$ cat config.mk
export PLATFORM = sky130hd
export DESIGN_NAME = spi_rx_deser
export DESIGN_NICKNAME = d
export VERILOG_FILES = /design/src/rtl/spi_pkg.sv /design/src/rtl/spi_sync_edge.sv /design/src/rtl/spi_rx_deser.sv
export SDC_FILE = /design/constraint.sdc
export NUM_CORES = 1
export LEC_CHECK = 0
export ABC_AREA = 0
export CORE_MARGIN = 3
export CORE_UTILIZATION = 52
export DETAILED_ROUTE_END_ITERATION = 8
export PLACE_DENSITY = 0.77
export SETUP_SLACK_MARGIN = 0.3
export SLEW_MARGIN = 20
export SYNTH_ARGS = -nofsm -noshare
export SYNTH_HDL_FRONTEND = slang
export SYNTH_SLANG_ARGS = --single-unit
$ cat constraint.sdc
create_clock -name clk -period 2.48 [get_ports clk]
set_clock_uncertainty 0.05 [all_clocks]
set_input_delay 0.496 -clock clk [delete_from_list [all_inputs] [get_ports clk]]
set_output_delay 0.496 -clock clk [all_outputs]
set_load 0.03 [all_outputs]
$ cat src/rtl/spi_pkg.sv
// Shared SPI definitions: word width, synchronizer depth, receiver state
// encoding and the bus mode constants (mode 0: CPOL=0, CPHA=0).
package spi_pkg;

  localparam int SPI_WORD_W      = 16;
  localparam int SPI_SYNC_STAGES = 2;

  localparam logic SPI_CPOL = 1'b0;
  localparam logic SPI_CPHA = 1'b0;

  typedef enum logic [1:0] {
    IDLE    = 2'd0,
    SHIFT   = 2'd1,
    WAIT_CS = 2'd2
  } spi_rx_state_e;

endpackage

$ cat src/rtl/spi_sync_edge.sv
// Multi-flop synchronizer for one asynchronous SPI pin, followed by one
// extra flop so rising/falling edges of the synchronized level can be seen.
// RESET_VAL is the idle level of the pin, so no false edge appears after reset.
module spi_sync_edge
  import spi_pkg::*;
#(
  parameter logic RESET_VAL = 1'b0
) (
  input  logic clk,
  input  logic reset,
  input  logic din,
  output logic level,
  output logic rise,
  output logic fall
);

  logic [SPI_SYNC_STAGES-1:0] sync_r;
  logic                       edge_r;

  // Shift the pin through the synchronizer chain and keep the previous level
  always_ff @(posedge clk or posedge reset) begin
    if (reset) begin
      sync_r <= {SPI_SYNC_STAGES{RESET_VAL}};
      edge_r <= RESET_VAL;
    end else begin
      sync_r <= {sync_r[SPI_SYNC_STAGES-2:0], din};
      edge_r <= sync_r[SPI_SYNC_STAGES-1];
    end
  end

  assign level = sync_r[SPI_SYNC_STAGES-1];
  assign rise  = level & ~edge_r;
  assign fall  = ~level & edge_r;

endmodule

$ cat src/rtl/spi_rx_deser.sv
// SPI mode-0 slave receiver: synchronizes CS/SCLK/MOSI into clk, shifts one
// bit per SCLK rise (MSB first) and offers each full word on a single-entry
// valid/ready output register. A word that completes while the register is
// still full and not being consumed is dropped and flagged on `overrun`.
// Optional build macro SPI_RX_FRAME_CHECK_EN adds the `frame_err` port, which
// pulses on a short frame (CS released mid-word) or on extra SCLK rises.
module spi_rx_deser
  import spi_pkg::*;
#(
  parameter int DATA_W = SPI_WORD_W
) (
  input  logic                         clk,
  input  logic                         reset,
  input  logic                         spi_cs_l,
  input  logic                         spi_sclk,
  input  logic                         spi_data,
  output logic [DATA_W-1:0]            dout,
  output logic                         dout_valid,
  input  logic                         dout_ready,
  output logic                         overrun,
`ifdef SPI_RX_FRAME_CHECK_EN
  output logic                         frame_err,
`endif
  output logic [$clog2(DATA_W+1)-1:0]  bit_count
);

  localparam int CNT_W = $clog2(DATA_W + 1);
  localparam logic [CNT_W-1:0] LAST_CNT = CNT_W'(DATA_W - 1);

  spi_rx_state_e     state_r;
  logic [DATA_W-1:0] shift_r;

  logic cs_level_s, cs_rise_s, cs_fall_s;
  logic sclk_level_s, sclk_rise_s, sclk_fall_s;
  logic data_s, data_rise_s, data_fall_s;
  logic unused_edges_s;

  logic [DATA_W-1:0] next_word_s;
  logic              word_done_s;
  logic              load_ok_s;

  // CS idles high, so its synchronizer resets to 1 to avoid a false cs_fall
  spi_sync_edge #(.RESET_VAL(1'b1)) u_cs_sync (
    .clk   (clk),
    .reset (reset),
    .din   (spi_cs_l),
    .level (cs_level_s),
    .rise  (cs_rise_s),
    .fall  (cs_fall_s)
  );

  spi_sync_edge #(.RESET_VAL(SPI_CPOL)) u_sclk_sync (
    .clk   (clk),
    .reset (reset),
    .din   (spi_sclk),
    .level (sclk_level_s),
    .rise  (sclk_rise_s),
    .fall  (sclk_fall_s)
  );

  // MOSI only needs its synchronized level; its edge outputs are not used
  spi_sync_edge #(.RESET_VAL(1'b0)) u_data_sync (
    .clk   (clk),
    .reset (reset),
    .din   (spi_data),
    .level (data_s),
    .rise  (data_rise_s),
    .fall  (data_fall_s)
  );

  assign unused_edges_s = ^{cs_rise_s, sclk_level_s, sclk_fall_s, data_rise_s, data_fall_s};

  // Decode the cycle on which the last bit of a word arrives and whether the output register can take it
  always_comb begin
    next_word_s = {shift_r[DATA_W-2:0], data_s};
    word_done_s = 1'b0;
    if ((state_r == SHIFT) && !cs_level_s && sclk_rise_s && (bit_count == LAST_CNT)) begin
      word_done_s = 1'b1;
    end else begin
      word_done_s = 1'b0;
    end
    load_ok_s = !dout_valid || dout_ready;
  end

  // Receiver FSM, shift register, bit counter and the single-entry output register
  always_ff @(posedge clk or posedge reset) begin
    if (reset) begin
      state_r    <= IDLE;
      shift_r    <= {DATA_W{1'b0}};
      bit_count  <= {CNT_W{1'b0}};
      dout       <= {DATA_W{1'b0}};
      dout_valid <= 1'b0;
      overrun    <= 1'b0;
`ifdef SPI_RX_FRAME_CHECK_EN
      frame_err  <= 1'b0;
`endif
    end else begin
      overrun <= 1'b0;
`ifdef SPI_RX_FRAME_CHECK_EN
      frame_err <= 1'b0;
`endif
      case (state_r)
        IDLE: begin
          bit_count <= {CNT_W{1'b0}};
          if (cs_fall_s) begin
            state_r <= SHIFT;
            shift_r <= {DATA_W{1'b0}};
          end
        end
        SHIFT: begin
          if (cs_level_s) begin
            // CS released before the word completed: drop the partial frame
            state_r   <= IDLE;
            bit_count <= {CNT_W{1'b0}};
`ifdef SPI_RX_FRAME_CHECK_EN
            if (bit_count != {CNT_W{1'b0}}) begin
              frame_err <= 1'b1;
            end
`endif
          end else if (sclk_rise_s) begin
            shift_r   <= next_word_s;
            bit_count <= bit_count + CNT_W'(1);
            if (bit_count == LAST_CNT) begin
              state_r <= WAIT_CS;
            end
          end
        end
        WAIT_CS: begin
          // Extra SCLK rises past a full word are ignored
          if (cs_level_s) begin
            state_r   <= IDLE;
            bit_count <= {CNT_W{1'b0}};
          end
`ifdef SPI_RX_FRAME_CHECK_EN
          if (sclk_rise_s) begin
            frame_err <= 1'b1;
          end
`endif
        end
        default: begin
          state_r   <= IDLE;
          bit_count <= {CNT_W{1'b0}};
        end
      endcase

      if (word_done_s) begin
        if (load_ok_s) begin
          dout       <= next_word_s;
          dout_valid <= 1'b1;
        end else begin
          overrun <= 1'b1;
        end
      end else if (dout_valid && dout_ready) begin
        dout_valid <= 1'b0;
      end
    end
  end

endmodule

==> results.toml <==
[grt]
grt_pass1_wl_mm = 5.388
grt_max_degree = 49
grt_pass1_vias = 1209
globalRoute.totalOverflow = 0
antenna_found_initial = 0
grt_use_total_pct = 16.11

[route]
num_vias = 1218
post_drt_wl_per_cell_microns = 13.17
drt-vias-per-instance = 5.183
drc = 0
highest_layer = "met4"
wl_mm = 3.094
ant_nets = 0
drt-initial-drc-count = 99
first_pass_iters = 4
dr_wl_met3_microns = 154
met1_length_mm = 1.386
dr_wl_met2_mm = 1.503

[cts]
cts_tree = "done"
postCtsSetupBuffers = 0
cts_sinks = 48
path_clk_slew_ns = 0.08
cts_hold_buf = 0
root_buffer = "clkbuf_8"
cts_buffers = 5
ctsResizeCount = 0
htree_levels = 2
clockBufferDepth = 2
clkLatencyLatePin_ns = 0.30

[critical_path]
crit_start = "bit_count[1]"
cp-endpoint = "dout[3]"
r2r-start = "bit_count[1]"
r2r_slack_ns = 0.52
cp_data_arrival_time_ns = 2.10
worst-endpoint-required_ns = 2.62
path_max_fanout = 16
rr_endpoint = "dout[3]"
critPathLaunchType = "flip-flop"
crit_path_end_kind = "flip-flop"
worstSetupPathType = "reg -> reg"
reg2regPathDepth = 5

[yosys]
ys_seq_area_share_pct = 62.70
synth-xor-area-share_pct = 0
synth.area.mux_share_pct = 11.85
synth_top_area_share_pct = 58.59
avgSynthCellArea_sq_um = 12.16
synthAdderAreaFrac_pct = 1.302
syn_nets = 166
netlist_instances = 158
ys_types = 29
synthFlopType = "dfrtp_1"
yosys.area_share.simple_pct = 13.93
ys.warnings.count = 0
synth_top_area_cell = "dfrtp_1"
synth_area_sq_mm = 0.001922
synth_common_cells = "dfrtp_1, nand2_1, o21ai_0"
yosysMostFrequentCell = "dfrtp_1"
synth_compound_area_share_pct = 7.096
async_reset_ff_share_pct = 100.0
synth_top_family_by_area = "simple AND/OR/NAND/NOR gates"
synth_edf_count = 0
synth_seq_cells = 48
yosys-top-cells-area = "dfrtp_1, mux2_4, nand2_1"

[place]
placed_area_sq_mm = 0.002233
numPortBuffers = 28
place_congestion = 0.8519
hpwl_mm = 2.160

[pwr]
p_leak_uw = 0.001096
intPower_uw = 1172
p_sw_uw = 294.7
power_density_mw_per_mm2 = 621.4
clkPwrFrac_pct = 41.1
irDropWorstVdd_v = 0.0004416
swShare_pct = 20.10
comb_power_share_pct = 3.9
seqPwrFrac_pct = 55.0

[sta]
timing.slew.headroom_pct = 58.72
slew_violations = 0
finalCriticalPeriod_ns = 1.963
fin_crit_sh_pct = 79.15
finalSetupTns_ns = 0
rsz0062_at_grt = "false"
fmax_mhz = 509.4
hold_slack_ns = 0.3081
setup_viol = 0
worstMarginPinSlew_ns = 0.6151
hold_viol = 0

[final_layout]
diodes = 0
drive_above_1_share_pct = 16.93
fin_area_sq_mm = 0.002360
final_nets = 196
syn_to_final_growth_pct = 22.79

[outcome]
status = "finished, final reports clean"

[worst_hold_path]
holdCritPathClass = "reg -> reg"

[die]
die_area_sq_mm = 0.004462
fp.dieH_microns = 66.80
initial_core_util_pct = 55.83
fp.coreArea_sq_mm = 0.003442
fp.dieW_microns = 66.80
num_io_pins = 29
rows = 21

[job]
drv_cap = 0
[cell usage in the layout, fill, tap and decap left out]
| cell | netlist | routed |
|---|---|---|
| clkbuf_8 | 0 | 7 |
| nand2_1 | 34 | 34 |
| a311oi_1 | 1 | 1 |
| mux2_4 | 10 | 10 |
| or2b_1 | 1 | 1 |
| inv_1 | 3 | 2 |
| inv_2 | 0 | 1 |
| a22oi_1 | 2 | 2 |
| nor2_1 | 6 | 6 |
| and3b_1 | 1 | 1 |
| nand3_1 | 1 | 1 |
| o21ai_1 | 0 | 1 |
| nor2b_1 | 2 | 2 |
| mux2_2 | 6 | 6 |
| dfrtp_1 | 45 | 45 |
| ha_1 | 2 | 2 |
| nand4b_4 | 1 | 1 |
| nand3b_1 | 1 | 1 |
| a21oi_1 | 2 | 2 |
| and2b_1 | 2 | 2 |
| clkdlybuf4s50_1 | 0 | 28 |
| and2_1 | 1 | 1 |
| buf_4 | 1 | 3 |
| or3_1 | 1 | 1 |
| bufinv_16 | 0 | 1 |
| nand4_1 | 1 | 1 |
| nand2b_1 | 2 | 2 |
| and3_1 | 1 | 1 |
| dfstp_2 | 3 | 3 |
| mux2i_1 | 1 | 1 |
| a31oi_1 | 2 | 2 |
| o21ai_0 | 18 | 17 |
[layer usage]
layer | track usage (%) | up-vias
met3 | 4.890 | 6
met2 | 25.37 | 28
li1 | - | 589
met1 | 20.09 | 595
met4 | 7.868 | 0
met5 | 0 | -
[sequential cells by signal (all words and copies together) (netlist names)]
name and flops:
u_data_sync.sync_r 2, dout_valid 1, state_r 2, bit_count 5, u_sclk_sync.sync_r 2, u_cs_sync.edge_r 1
u_sclk_sync.edge_r 1, dout 16, overrun 1, u_cs_sync.sync_r 2, shift_r 15
[per-stage QoR]
stage                     std cells  power [uW]  worst slack (ns)  utilization (%)
final                           235        1466            0.5170            68.56
after global routing            235        1522            0.3823            68.56
after CTS                       235        1479            0.4897            68.56
after detailed placement        227       880.6            0.3834            64.89
after global placement          227       877.2            0.4241            64.89
after floorplan                 158       859.2            0.5069                -
[worst min-delay path by stage]
| stage | startpoint | endpoint | slack (ns) | cells after the start |
|---|---|---|---|---|
| 6_report | u_cs_sync.sync_r[0] | u_cs_sync.sync_r[1] | 0.31 | 0 |
| 5_1_grt | u_cs_sync.sync_r[0] | u_cs_sync.sync_r[1] | 0.32 | 0 |
| 4_1_cts | u_cs_sync.sync_r[0] | u_cs_sync.sync_r[1] | 0.31 | 0 |
| 3_5_place_dp | u_cs_sync.sync_r[0] | u_cs_sync.sync_r[1] | 0.30 | 0 |
| 3_3_place_gp | u_sclk_sync.sync_r[0] | u_sclk_sync.sync_r[1] | 0.28 | 0 |
| 2_1_floorplan | u_data_sync.sync_r[0] | u_data_sync.sync_r[1] | 0.28 | 0 |
[critical path, stage by stage, from the launching register on]
cell,delay (ns)
dfrtp_1,0.41
ha_1,0.20
and3_1,0.16
ha_1,0.25
nand4b_4,0.36
mux2_4,0.41
[power groups by stage]
stage / clock network (uW) / logic [uW] / registers (uW)
after CTS: 614 / 58.8 / 806
after floorplan: 0 / 41.0 / 818
after global routing: 647 / 65.5 / 809
after global placement: 0 / 56.7 / 820
final: 603 / 57.4 / 806
after detailed placement: 0 / 58.7 / 822
[kinds of logic after synthesis]
group                      count (synthesis)
and+or+nand+nor                           55
DFF                                       48
AOI/OAI and AO/OA                         25
muxes                                     17
buffers and inverters                     11
adders and majority gates                  2
[cell type report]
class / count / area, sq um
Sequential cell: 48 / 1205
Fill cell: 253 / 1082
Multi-Input combinational cell: 99 / 656.9
Timing Repair Buffer: 31 / 302.8
Clock buffer: 7 / 96.34
Tap cell: 46 / 57.56
Clock inverter: 1 / 30.03
Inverter: 3 / 11.26
Power figures use the tool's default switching activity.
